## config.mk

```make
export PLATFORM = sky130hd
export DESIGN_NAME = pipe_hold_ctrl
export DESIGN_NICKNAME = d
export VERILOG_FILES = /design/src/rtl/pipe_hold_ctrl.sv
export SDC_FILE = /design/constraint.sdc
export NUM_CORES = 1
export LEC_CHECK = 0
export CORE_MARGIN = 1.5
export CORE_UTILIZATION = 32
export CTS_CLUSTER_DIAMETER = 150
export DETAILED_ROUTE_END_ITERATION = 10
export PLACE_DENSITY_LB_ADDON = 0.05
export SLEW_MARGIN = 20
export SYNTH_ARGS = -nofsm -noshare
export SYNTH_HDL_FRONTEND = slang
export SYNTH_SLANG_ARGS = --single-unit
```

## constraint.sdc

```tcl
create_clock -name clk -period 3.05 [get_ports clk]
set_input_delay 0.61 -clock clk [delete_from_list [all_inputs] [get_ports clk]]
set_output_delay 0.61 -clock clk [all_outputs]
set_load 0.005 [all_outputs]
```

## src/rtl/pipe_hold_ctrl.sv

```systemverilog
// Central hold/flush controller. It merges trap, jump, load-use and busy
// requests into one hold-flag code plus a PC redirect. Jumps and traps that
// arrive while the pipeline is frozen are parked in a single pending entry
// and replayed in the first cycle the freeze lifts.
module pipe_hold_ctrl #(
  parameter int ADDR_WIDTH     = 64,
  parameter int CNT_WIDTH      = 16,
  parameter int TIMEOUT_CYCLES = 1024
) (
  input  logic                  clk,
  input  logic                  rst,
  input  logic                  jump_req_i,
  input  logic [ADDR_WIDTH-1:0] jump_addr_i,
  input  logic                  trap_req_i,
  input  logic [ADDR_WIDTH-1:0] trap_addr_i,
  input  logic                  load_use_i,
  input  logic                  mem_busy_i,
  input  logic                  div_busy_i,
  output logic [2:0]            hold_flag_o,
  output logic                  pc_redirect_o,
  output logic [ADDR_WIDTH-1:0] pc_redirect_addr_o,
  output logic [CNT_WIDTH-1:0]  stall_cnt_o,
  output logic                  timeout_o
);

  localparam logic [0:0] RUN  = 1'b0;
  localparam logic [0:0] HOLD = 1'b1;

  localparam logic [2:0] FLAG_NONE       = 3'b000;
  localparam logic [2:0] FLAG_FLUSH_JUMP = 3'b001;
  localparam logic [2:0] FLAG_HOLD_FRONT = 3'b010;
  localparam logic [2:0] FLAG_FLUSH_TRAP = 3'b011;
  localparam logic [2:0] FLAG_HOLD_ALL   = 3'b100;

  logic [0:0]            state_q, state_d;
  logic                  pend_valid_q, pend_valid_d;
  logic                  pend_trap_q, pend_trap_d;
  logic [ADDR_WIDTH-1:0] pend_addr_q, pend_addr_d;
  logic [CNT_WIDTH-1:0]  stall_cnt_q, stall_cnt_d;

  logic busy;
  logic replay;

  assign busy   = mem_busy_i | div_busy_i;
  // A pending entry only exists while frozen; it fires on the release cycle.
  assign replay = (state_q == HOLD) && pend_valid_q;

  // Flag/redirect selection and next-state logic, all from current inputs.
  always_comb begin
    // NOTE: every output of this block gets a default first so no path can
    // leave a value unassigned and infer a latch.
    hold_flag_o        = FLAG_NONE;
    pc_redirect_o      = 1'b0;
    pc_redirect_addr_o = '0;
    state_d            = state_q;
    pend_valid_d       = pend_valid_q;
    pend_trap_d        = pend_trap_q;
    pend_addr_d        = pend_addr_q;

    if (busy) begin
      hold_flag_o = FLAG_HOLD_ALL;
      state_d     = HOLD;
      // A trap always wins the slot; a jump only claims an empty slot.
      if (trap_req_i) begin
        pend_valid_d = 1'b1;
        pend_trap_d  = 1'b1;
        pend_addr_d  = trap_addr_i;
      end else if (jump_req_i && !pend_valid_q) begin
        pend_valid_d = 1'b1;
        pend_trap_d  = 1'b0;
        pend_addr_d  = jump_addr_i;
      end
    end else begin
      state_d      = RUN;
      pend_valid_d = 1'b0;
      pend_trap_d  = 1'b0;
      if (trap_req_i) begin
        // A live trap beats anything deferred.
        hold_flag_o        = FLAG_FLUSH_TRAP;
        pc_redirect_o      = 1'b1;
        pc_redirect_addr_o = trap_addr_i;
      end else if (replay) begin
        hold_flag_o        = pend_trap_q ? FLAG_FLUSH_TRAP : FLAG_FLUSH_JUMP;
        pc_redirect_o      = 1'b1;
        pc_redirect_addr_o = pend_addr_q;
      end else if (jump_req_i) begin
        hold_flag_o        = FLAG_FLUSH_JUMP;
        pc_redirect_o      = 1'b1;
        pc_redirect_addr_o = jump_addr_i;
      end else if (load_use_i) begin
        hold_flag_o = FLAG_HOLD_FRONT;
      end
    end

    if (rst) begin
      hold_flag_o        = FLAG_NONE;
      pc_redirect_o      = 1'b0;
      pc_redirect_addr_o = '0;
    end
  end

  // Consecutive-busy counter, saturating at all-ones, cleared on any idle cycle.
  always_comb begin
    stall_cnt_d = '0;
    if (busy) begin
      stall_cnt_d = (stall_cnt_q == '1) ? stall_cnt_q : stall_cnt_q + CNT_WIDTH'(1);
    end
  end

  // State, pending entry and counter registers.
  always_ff @(posedge clk) begin
    // NOTE: sequential state uses non-blocking assignments so every register
    // samples the pre-edge values regardless of statement order.
    if (rst) begin
      state_q      <= RUN;
      pend_valid_q <= 1'b0;
      pend_trap_q  <= 1'b0;
      pend_addr_q  <= '0;
      stall_cnt_q  <= '0;
    end else begin
      state_q      <= state_d;
      pend_valid_q <= pend_valid_d;
      pend_trap_q  <= pend_trap_d;
      pend_addr_q  <= pend_addr_d;
      stall_cnt_q  <= stall_cnt_d;
    end
  end

  assign stall_cnt_o = stall_cnt_q;
  assign timeout_o   = (stall_cnt_q == CNT_WIDTH'(TIMEOUT_CYCLES));

endmodule

```

==> reports/qor.yml, run 1 <==
synthesis:
  ys_ff_latch: 83
  syn_area_per_cell_um2: 7.19
  synth_adder_area_share_pct: 0.447
  synth_nets: 915
  yosysSeqAreaShare_pct: 29.7
  synth_ff_type: "dfxtp_1"
  synth_area_mm2: 0.00560
  synthXorXnorAreaFrac_pct: 0.313
  synthDistinctLibCells: 44
  synth_top_family_by_area: "simple AND/OR/NAND/NOR gates"
  synth_edf_count: 0
  muxShareOfSynthArea_pct: 0.358
  postSynthCellCount: 778
  synth_compound_area_share_pct: 26.0
  async_flop_share_pct: 0
  yosys.area_share.simple_pct: 36.9
  synth_warnings: 0
route:
  ant_nets: 0
  dr_wl_met3_um: 1210
  wl_met2_um: 9350
  wl_met1_um: 8710
  drcViolationCount: 0
  top_layer: "met4"
  vias_per_cell: 5.44
  wl_per_cell_um: 16.8
  vias: 6428
  routed_wirelength_um: 19900
  dr.first_iter.drc_count: 351
  dr.pass1.iters: 5
floorplanning:
  core_area_mm2: 0.0172
  io_pins: 220
  rows: 48
  dieArea_mm2: 0.0183
  initial_core_util_pct: 32.6
  die_w_um: 135
  fp.dieH_um: 135
final_layout:
  diodes: 0
  final_nets: 1088
  layout.cells.non_filler: 1181
  drive_gt1_share_pct: 6.07
  final_area_mm2: 0.00837
  layout_commonest_cell: "clkdlybuf4s50_1"
  area_growth_pct: 49.5
  final_cell_mix: "clkdlybuf4s50_1, dfxtp_1, nor2_1, nand2_1, o21ai_0"
  utilization_pct: 48.7
clock_network:
  numClockSinks: 83
  cts_hold_buf: 0
  cts-root-buf: "clkbuf_16"
  clk_latency_ns: 0.34
  numCtsBuffers: 9
  path_clk_slew_ns: 0.07
  htreeDepth: 3
  clock_path_buffers: 2
  cts_tree: "yes"
timing:
  setup_ws_ns: 0.108
  min_period_over_period_pct: 96.5
  rsz0062_at_grt: "no"
  hold-worst-slack_ns: 0.493
  finalMaxSlewViolations: 0
  layout_min_cycle_time_ns: 2.94
  finalSetupTns_ns: 0
  setup_viol: 0
  fmax_mhz: 340
  worst_pin_slew_ns: 0.792
  clock_skew_ns: 0.00599
  hold_viol: 0
  relSlewSlack_pct: 46.8
power:
  vdd_drop_max_uv: 295
  power_density_mw_per_mm2: 368
  p_total_mw: 3.08
  p_leak_nw: 3.24
place:
  post-place-ws_ns: 0.0268
  dp_hpwl_um: 13100
  placedCellCount: 1162
  place_area_mm2: 0.00801
  place_congestion: 0.868
  port_buffers: 219
hold_path:
  whs_path_depth: 2
  min_path_type: "reg -> reg"
  hold_end: "pend_addr_q[50]"
  hp-start: "pend_addr_q[50]"
setup_path:
  required_ns: 2.44
  r2r_end: "stall_cnt_o[6]"
  arrival_ns: 2.33
  critPathMaxFanout: 7
  r2r_slack_ns: 0.77
  end_kind: "primary output"
  critPathKind: "in -> out"
  crit_path_start_kind: "input pin"
  reg2reg_from: "stall_cnt_o[1]"
  r2r_cells: 5
global_route:
  gr-total-overflow: 0
  track_usage_pct: 21.3
  grt_pass1_wl_um: 31500
  grt_pass1_vias: 6260
  grt_max_degree: 66
  antenna_found_initial: 0
status:
  status: "complete, no violations"
job:
  maxCapViolCount: 0
-- cell type report --
type / count / area (µm²)
clock buffers: 11 / 243
multi-input cells: 607 / 3610
fillers: 1704 / 8810
well taps: 225 / 282
repair buffers: 245 / 2490
inverters: 5 / 18.8
clock inverters: 5 / 61.3
flip-flops and latches: 83 / 1660
-- synthesized netlist by cell type (5+ instances only) --
library cell	number	area share, %
a31oi_1	66	7.4
a21oi_1	10	0.89
a311oi_1	64	10
nand2b_1	65	7.3
buf_2	11	0.98
dfxtp_1	83	30
and3_1	65	7.3
nand2_1	74	5.0
nand3_1	7	0.63
inv_1	5	0.34
nor2_1	76	5.1
clkbuf_1	66	4.4
and2_1	64	7.2
o21ai_0	67	6.0
-- cell families after synthesis --
kind of cell | after synthesis
and+or+nand+nor | 381
xor gates and xnor gates | 2
adders and majority gates | 2
buffers and inverters | 88
muxes | 2
DFF | 83
AOI/OAI and AO/OA | 220
-- layer usage --
| metal | vias up | global-route usage, % |
|---|---|---|
| met5 | - | 0 |
| met2 | 225 | 36.1 |
| met3 | 42 | 4.26 |
| met1 | 2998 | 26.3 |
| li1 | 3163 | - |
| met4 | 0 | 8.84 |
-- sequential cells by signal (all words and copies together), names as in the netlist --
register      count
stall_cnt_o      16
pend_valid_q      1
pend_trap_q       1
state_q           1
pend_addr_q      64
-- worst max-delay path, cell delays in order --
cell and delay [ns]:
clkdlybuf4s50_1 0.46, nor3_4 0.27, buf_6 0.18, a21boi_0 0.24, clkdlybuf4s50_1 0.56
-- worst max-delay path by stage --
| stage | cells after the start | from | to | slack, ns |
|---|---|---|---|---|
| 2_1_floorplan | 7 | trap_req_i | hold_flag_o[0] | 0.62 |
| 3_3_place_gp | 5 | div_busy_i | pc_redirect_addr_o[30] | 0.07 |
| 3_5_place_dp | 6 | div_busy_i | pc_redirect_addr_o[1] | 0.03 |
| 4_1_cts | 6 | div_busy_i | pc_redirect_addr_o[2] | 0.02 |
| 5_1_grt | 6 | div_busy_i | pc_redirect_addr_o[1] | 0.02 |
| 6_report | 5 | div_busy_i | pc_redirect_o | 0.11 |
-- timing repair --
item	in CTS	in global routing
gates resized for setup	0	7
setup buffers	0	2
setup endpoints to repair	0	52
-- report_power, final --
group / total, mW / internal (mW) / switching [mW]
registers: 1.21 / 1.17 / 0.0419
logic: 0.732 / 0.379 / 0.353
clock network: 1.13 / 0.662 / 0.473
total: 3.08 / 2.21 / 0.867
No activity file was read; power rests on OpenSTA's default activity.
==> run 2: changes to the inputs <==
--- a/config.mk
+++ b/config.mk
@@ -10,6 +10,7 @@
 export CTS_CLUSTER_DIAMETER = 150
 export DETAILED_ROUTE_END_ITERATION = 10
 export PLACE_DENSITY_LB_ADDON = 0.05
+export REMOVE_ABC_BUFFERS = 1
 export SLEW_MARGIN = 20
 export SYNTH_ARGS = -nofsm -noshare
 export SYNTH_HDL_FRONTEND = slang
==> run 2 against run 1 <==
Against the previous run:
- combinational power shrank 1%
- register-to-register slack lost 0.02 ns
- worst setup slack lost 0.0043 ns
- first-iteration DRC count grew 1.4%
- clock power grew 9%
- highest routed layer unchanged
- clock-buffer cell count is the same
- worst hold slack is essentially flat
- maximum frequency shrank 0.14%
- clock skew shrank 0.0017 ns
- die area is the same
==> reports/qor.yml, run 2 (same netlist as run 1, synthesis figures left out) <==
status:
  status: "complete, no violations"
place:
  placedCellCount: 1161  # -0.086%
  place_congestion: 0.795  # -8.5%
  dp_hpwl_um: 13100  # -0.51%
  port_buffers: 219  # unchanged
route:
  vias: 6348  # -1.2%
  drcViolationCount: 0  # unchanged
  ant_nets: 0  # unchanged
  vias_per_cell: 5.39  # -0.91%
  dr.first_iter.drc_count: 356  # +1.4%
  dr.pass1.iters: 4  # -1
  routed_wirelength_um: 19500  # -1.7%
  wl_per_cell_um: 16.6  # -1.3%
clock_network:
  clock_path_buffers: 2  # unchanged
  cts-root-buf: "clkbuf_16"
  clk_latency_ns: 0.34  # about the same
  path_clk_slew_ns: 0.07  # about the same
  htreeDepth: 3  # unchanged
  numCtsBuffers: 9  # unchanged
  numClockSinks: 83  # unchanged
  cts_hold_buf: 0  # unchanged
  cts_tree: "yes"
final_layout:
  area_growth_pct: 49.7
  layout.cells.non_filler: 1177  # -0.34%
  diodes: 0  # unchanged
  final_nets: 1084  # -0.37%
  regMostFlops: "pend_addr_q"
  layout_commonest_cell: "clkdlybuf4s50_1"
  final_cell_mix: "clkdlybuf4s50_1, dfxtp_1, nor2_1, nand2_1, o21ai_0"
  largest_reg_flops: 64  # unchanged
  drive_gt1_share_pct: 5.88  # -0.18 points
floorplanning:
  fp.dieH_um: 135  # unchanged
  die_w_um: 135  # unchanged
  dieArea_mm2: 0.0183  # unchanged
  core_area_mm2: 0.0172  # unchanged
  io_pins: 220  # unchanged
  initial_core_util_pct: 32.6  # unchanged
  rows: 48  # unchanged
setup_path:
  critPathMaxFanout: 34  # +27
  crit_path_start_kind: "input pin"
  cpMostUsedCell: "clkdlybuf4s50_1"
  cp_slowest_cell: "clkdlybuf4s50_1"
  cp_cell_sequence: "clkdlybuf4s50_1 > nor3_4 > buf_12 > a21boi_2 > clkdlybuf4s50_1"
  r2r_slack_ns: 0.75  # -0.02 ns
  end_kind: "primary output"
  max_stage_delay_ns: 0.52  # -0.04 ns
  setup.worst_path.start: "mem_busy_i"
  arrival_ns: 2.34  # about the same
  critPathKind: "in -> out"
  reg2reg_from: "stall_cnt_o[1]"
  required_ns: 2.44  # about the same
timing:
  hold_viol: 0  # unchanged
  clock_skew_ns: 0.00429  # -0.00170 ns
  min_period_over_period_pct: 96.6  # +0.14 points
  relSlewSlack_pct: 47.8  # +0.98 points
  layout_min_cycle_time_ns: 2.95  # +0.00427 ns
  finalMaxSlewViolations: 0  # unchanged
  rsz0062_at_grt: "no"
  setup_viol: 0  # unchanged
  fmax_mhz: 339  # -0.14%
  worst_pin_slew_ns: 0.778  # -0.0146 ns
  hold-worst-slack_ns: 0.492  # -0.000484 ns
hold_path:
  min_path_type: "reg -> reg"
  hp-start: "pend_addr_q[63]"
power:
  p_leak_nw: 3.23  # -0.51%
  power_density_mw_per_mm2: 378  # +2.7%
  p_total_mw: 3.17  # +2.9%
  vdd_drop_max_uv: 246  # -16%
global_route:
  grt_pass1_vias: 6284  # +0.38%
  grt_max_degree: 67  # +1.5%
  gr-total-overflow: 0  # unchanged
  grt_pass1_wl_um: 31000  # -1.7%
  track_usage_pct: 20.9  # -0.35 points
  antenna_found_initial: 0  # unchanged
job:
  maxCapViolCount: 0  # unchanged
==> run 2: timing repair <==
| action | in CTS | in global routing |
|---|---|---|
| gates resized for setup | 4 | 3 |
| setup endpoints to repair | 37 | 34 |
| pin swaps | 1 | 0 |
| setup buffers | 0 | 0 |
==> run 2: final cells by class <==
class | instances | area (µm²)
multi-input combinational | 607 | 3610
tap | 225 | 282
timing repair buffer | 241 | 2470
fill | 1726 | 8800
clock buffer | 11 | 253
clock inverter | 5 | 83.8
inverter | 5 | 18.8
sequential | 83 | 1660
==> run 2: report_power, final <==
group / internal, mW / leakage [nW] / switching, mW / total [mW]
Sequential: 1.17 / 0.687 / 0.0420 / 1.21
Clock: 0.765 / 0.158 / 0.466 / 1.23
Combinational: 0.377 / 2.38 / 0.347 / 0.724
Total: 2.31 / 3.23 / 0.855 / 3.17
==> run 2: stage by stage <==
stage	setup WS (ns)	cell area, µm²	utilization (%)	setup TNS, ns
after floorplan	-0.702	5260	-	-71.97
after global placement	-0.0403	8020	46.7	-0.916
after detailed placement	-0.0930	8020	46.7	-1.86
after CTS	0.0102	8370	48.7	0
after global routing	0.00664	8380	48.8	0
final	0.104	8380	48.8	0
==> run 2: worst paths after layout <==
path,to,cells after the start
max,hold_flag_o[0],5
min,pend_addr_q[63],2
max reg2reg,stall_cnt_o[1],5
min reg2reg,pend_addr_q[63],2
==> run 2: worst max-delay path, delay by kind of cell <==
kind | cells | cell delay, ns
AOI/OAI and AO/OA | 1 | 0.19
buffers and inverters | 3 | 1.21
and+or+nand+nor | 1 | 0.30
==> run 2: routing by layer <==
metal / share of wire, % / vias up / track usage (%)
met5: 0 / - / 0
met4: 1.8 / 0 / 6.87
li1: - / 3163 / -
met2: 48 / 187 / 36.4
met1: 44 / 2973 / 25.2
met3: 6.4 / 25 / 5.27
==> run 3: changes to the inputs <==
--- a/config.mk
+++ b/config.mk
@@ -5,6 +5,7 @@
 export SDC_FILE = /design/constraint.sdc
 export NUM_CORES = 1
 export LEC_CHECK = 0
+export ABC_AREA = 1
 export CORE_MARGIN = 1.5
 export CORE_UTILIZATION = 32
 export CTS_CLUSTER_DIAMETER = 150
==> run 3 against run 2 <==
Against the previous run:
- maximum frequency decreased by 2.0%
- global-route usage decreased by 0.31 points
- core utilization is 0.27 points higher
- worst setup slack worse by 0.060 ns
- final area shrank 2.2%
- combinational power decreased by 3.9%
- die area shrank 1.2%
- critical path type unchanged
- highest routed layer unchanged
==> reports/qor.yml, run 3 <==
status:
  status: "complete, no violations"
final_layout:
  final_cell_mix: "nand2_1, clkdlybuf4s50_1, a21oi_1, o21ai_0, inv_1"
  drive_gt1_share_pct: 5.51  # -0.37 points
  layout.cells.non_filler: 1291  # +9.7%
  regMostFlops: "pend_addr_q"
  area_growth_pct: 48.3
  layout_commonest_cell: "nand2_1"
  diodes: 0  # unchanged
  regArea_mm2: 0.00166  # -0.15%
  largest_reg_flops: 64  # unchanged
  utilization_pct: 49.1  # +0.27 points
  n_fill_cell: 1751  # +1.4%
  final_nets: 1205  # +11%
  multi_input_area_mm2: 0.00309  # -14%
timing:
  layout_min_cycle_time_ns: 3.01  # +0.0597 ns
  min_period_over_period_pct: 98.6  # +2.0 points
  relSlewSlack_pct: 48.8  # +0.98 points
  clock_skew_ns: 0.00704  # +0.00275 ns
  hold-worst-slack_ns: 0.463  # -0.0294 ns
  finalMaxSlewViolations: 0  # unchanged
  worst_pin_slew_ns: 0.769  # -0.00890 ns
  hold_viol: 0  # unchanged
  setup_ws_ns: 0.0440  # -0.0597 ns
  fmax_mhz: 333  # -2.0%
  setup_viol: 0  # unchanged
synthesis:
  postSynthCellCount: 884  # +14%
  synthDistinctLibCells: 28  # -36%
  synth_edf_count: 0  # unchanged
  synth_ff_type: "dfxtp_1"
  synth.top_cells.by_count: "nand2_1, a21oi_1, o21ai_0, inv_1, dfxtp_1"
  synth_warnings: 0  # unchanged
  ys_ff_latch: 83  # unchanged
  synth.most_common_cell: "nand2_1"
  async_flop_share_pct: 0  # unchanged
  yosysSeqAreaShare_pct: 30.1  # +0.38 points
  synth_top_area_share_pct: 30.1  # +0.38 points
  synth_area_mm2: 0.00553  # -1.3%
  synth_area_leader_cell: "dfxtp_1"
  syn_area_per_cell_um2: 6.25  # -13%
  synthTopCellsByArea: "dfxtp_1, nand2_1, a21oi_1, o21ai_0, o211ai_1"
floorplanning:
  io_pins: 220  # unchanged
  die_w_um: 134  # -0.61%
  rows: 47  # -2.1%
  dieArea_mm2: 0.0181  # -1.2%
  core_area_mm2: 0.0167  # -2.8%
  initial_core_util_pct: 33.1  # +0.51 points
  fp.dieH_um: 134  # -0.61%
global_route:
  track_usage_pct: 20.6  # -0.31 points
  antenna_found_initial: 0  # unchanged
  grt_pass1_vias: 5881  # -6.4%
  grt_max_degree: 66  # -1.5%
  gr-total-overflow: 0  # unchanged
  grt_pass1_wl_um: 30400  # -1.8%
hold_path:
  min_path_type: "reg -> reg"
clock_network:
  cts_tree: "yes"
  numClockSinks: 83  # unchanged
  path_clk_slew_ns: 0.06  # about the same
  cts_hold_buf: 0  # unchanged
  clk_latency_ns: 0.34  # about the same
  cts-root-buf: "clkbuf_16"
  clock_path_buffers: 2  # unchanged
  htreeDepth: 3  # unchanged
  numCtsBuffers: 9  # unchanged
place:
  placedCellCount: 1277  # +10%
  post-place-ws_ns: 0.0549  # +0.148 ns
  port_buffers: 219  # unchanged
  dp_hpwl_um: 12800  # -2.1%
  place_congestion: 0.849  # +6.8%
setup_path:
  crit_path_start_kind: "input pin"
  required_ns: 2.44  # about the same
  arrival_ns: 2.40  # +0.06 ns
  critPathKind: "in -> out"
  end_kind: "primary output"
  critPathMaxFanout: 14  # -59%
route:
  dr.first_iter.drc_count: 432  # +21%
  wl_per_cell_um: 14.6  # -12%
  routed_wirelength_um: 18800  # -3.8%
  vias: 6453  # +1.7%
  drcViolationCount: 0  # unchanged
  dr.pass1.iters: 5  # +1
  ant_nets: 0  # unchanged
  vias_per_cell: 5.00  # -7.3%
power:
  p_total_mw: 2.96  # -6.6%
  p_leak_nw: 3.20  # -0.69%
  vdd_drop_max_uv: 217  # -12%
  power_density_mw_per_mm2: 361  # -4.5%
job:
  maxCapViolCount: 0  # unchanged
==> run 3: cell types whose count changed after synthesis, sizes merged, moves of 65 or more <==
cell	delta
nand2	+165
a21oi	+123
inv	+94
and3	-66
nand2b	-65
o21ai	+65
==> run 3: path summary, 6_finish.rpt <==
| kind | from | endpoint | slack (ns) | depth (start not counted) |
|---|---|---|---|---|
| worst min-delay path | pend_addr_q[16] | pend_addr_q[16] | 0.46 | 2 |
| worst max register to register | stall_cnt_o[0] | stall_cnt_o[14] | 1.37 | 8 |
| worst max-delay path | jump_req_i | pc_redirect_addr_o[63] | 0.04 | 7 |
| worst min register to register | pend_addr_q[16] | pend_addr_q[16] | 0.46 | 2 |
==> run 3: metrics by stage <==
stage	TNS [ns]	cell area, µm²
floorplan	-12.64	5100
global placement	0	7880
detailed placement	0	7880
CTS	0	8170
global route	-0.0323	8190
finish	0	8190
==> run 3: final cells by class <==
class	instances	share of cell area, %
tap	220	3.36
clock inverter	3	0.489
timing repair buffer	244	30.6
multi-input combinational	630	37.7
sequential	83	20.3
clock buffer	11	2.96
inverter	100	4.61
==> run 3: per-layer routing <==
| metal | routed length [µm] | track usage [%] | vias to the layer above |
|---|---|---|---|
| li1 | - | - | 3337 |
| met1 | 9130 | 29.7 | 2906 |
| met2 | 8160 | 30.7 | 193 |
| met3 | 1190 | 4.01 | 17 |
| met4 | 309 | 6.63 | 0 |
| met5 | 0 | 0 | - |
==> run 3: logic make-up (layout without fill, tap and decap cells) <==
kind of cell,count (synthesis),in the layout,share of synthesized area (%)
compound gates,341,341,34.1
fa+ha+maj,2,2,0.453
buf+inv,171,358,14.5
flops,83,83,30.1
simple gates,287,287,20.9
==> run 3: critical path, stage by stage <==
cell and delay (ns):
clkdlybuf4s50_1 0.50, inv_2 0.07, buf_4 0.19, o21ai_0 0.18, o211ai_1 0.12, a21oi_2 0.19
clkdlybuf4s50_1 0.53
==> run 3: where the power goes <==
group	internal [mW]	total [mW]	switching (mW)	leakage, nW
logic	0.351	0.696	0.345	2.38
clock network	0.645	1.07	0.428	0.141
registers	1.15	1.19	0.0377	0.681
total	2.15	2.96	0.810	3.20
==> run 3: timing repair <==
item | CTS | global route
resized for setup | 0 | 14
endpoints found under the setup margin | 0 | 55
setup buffers | 0 | 0
hold endpoints to repair | 0 | 0
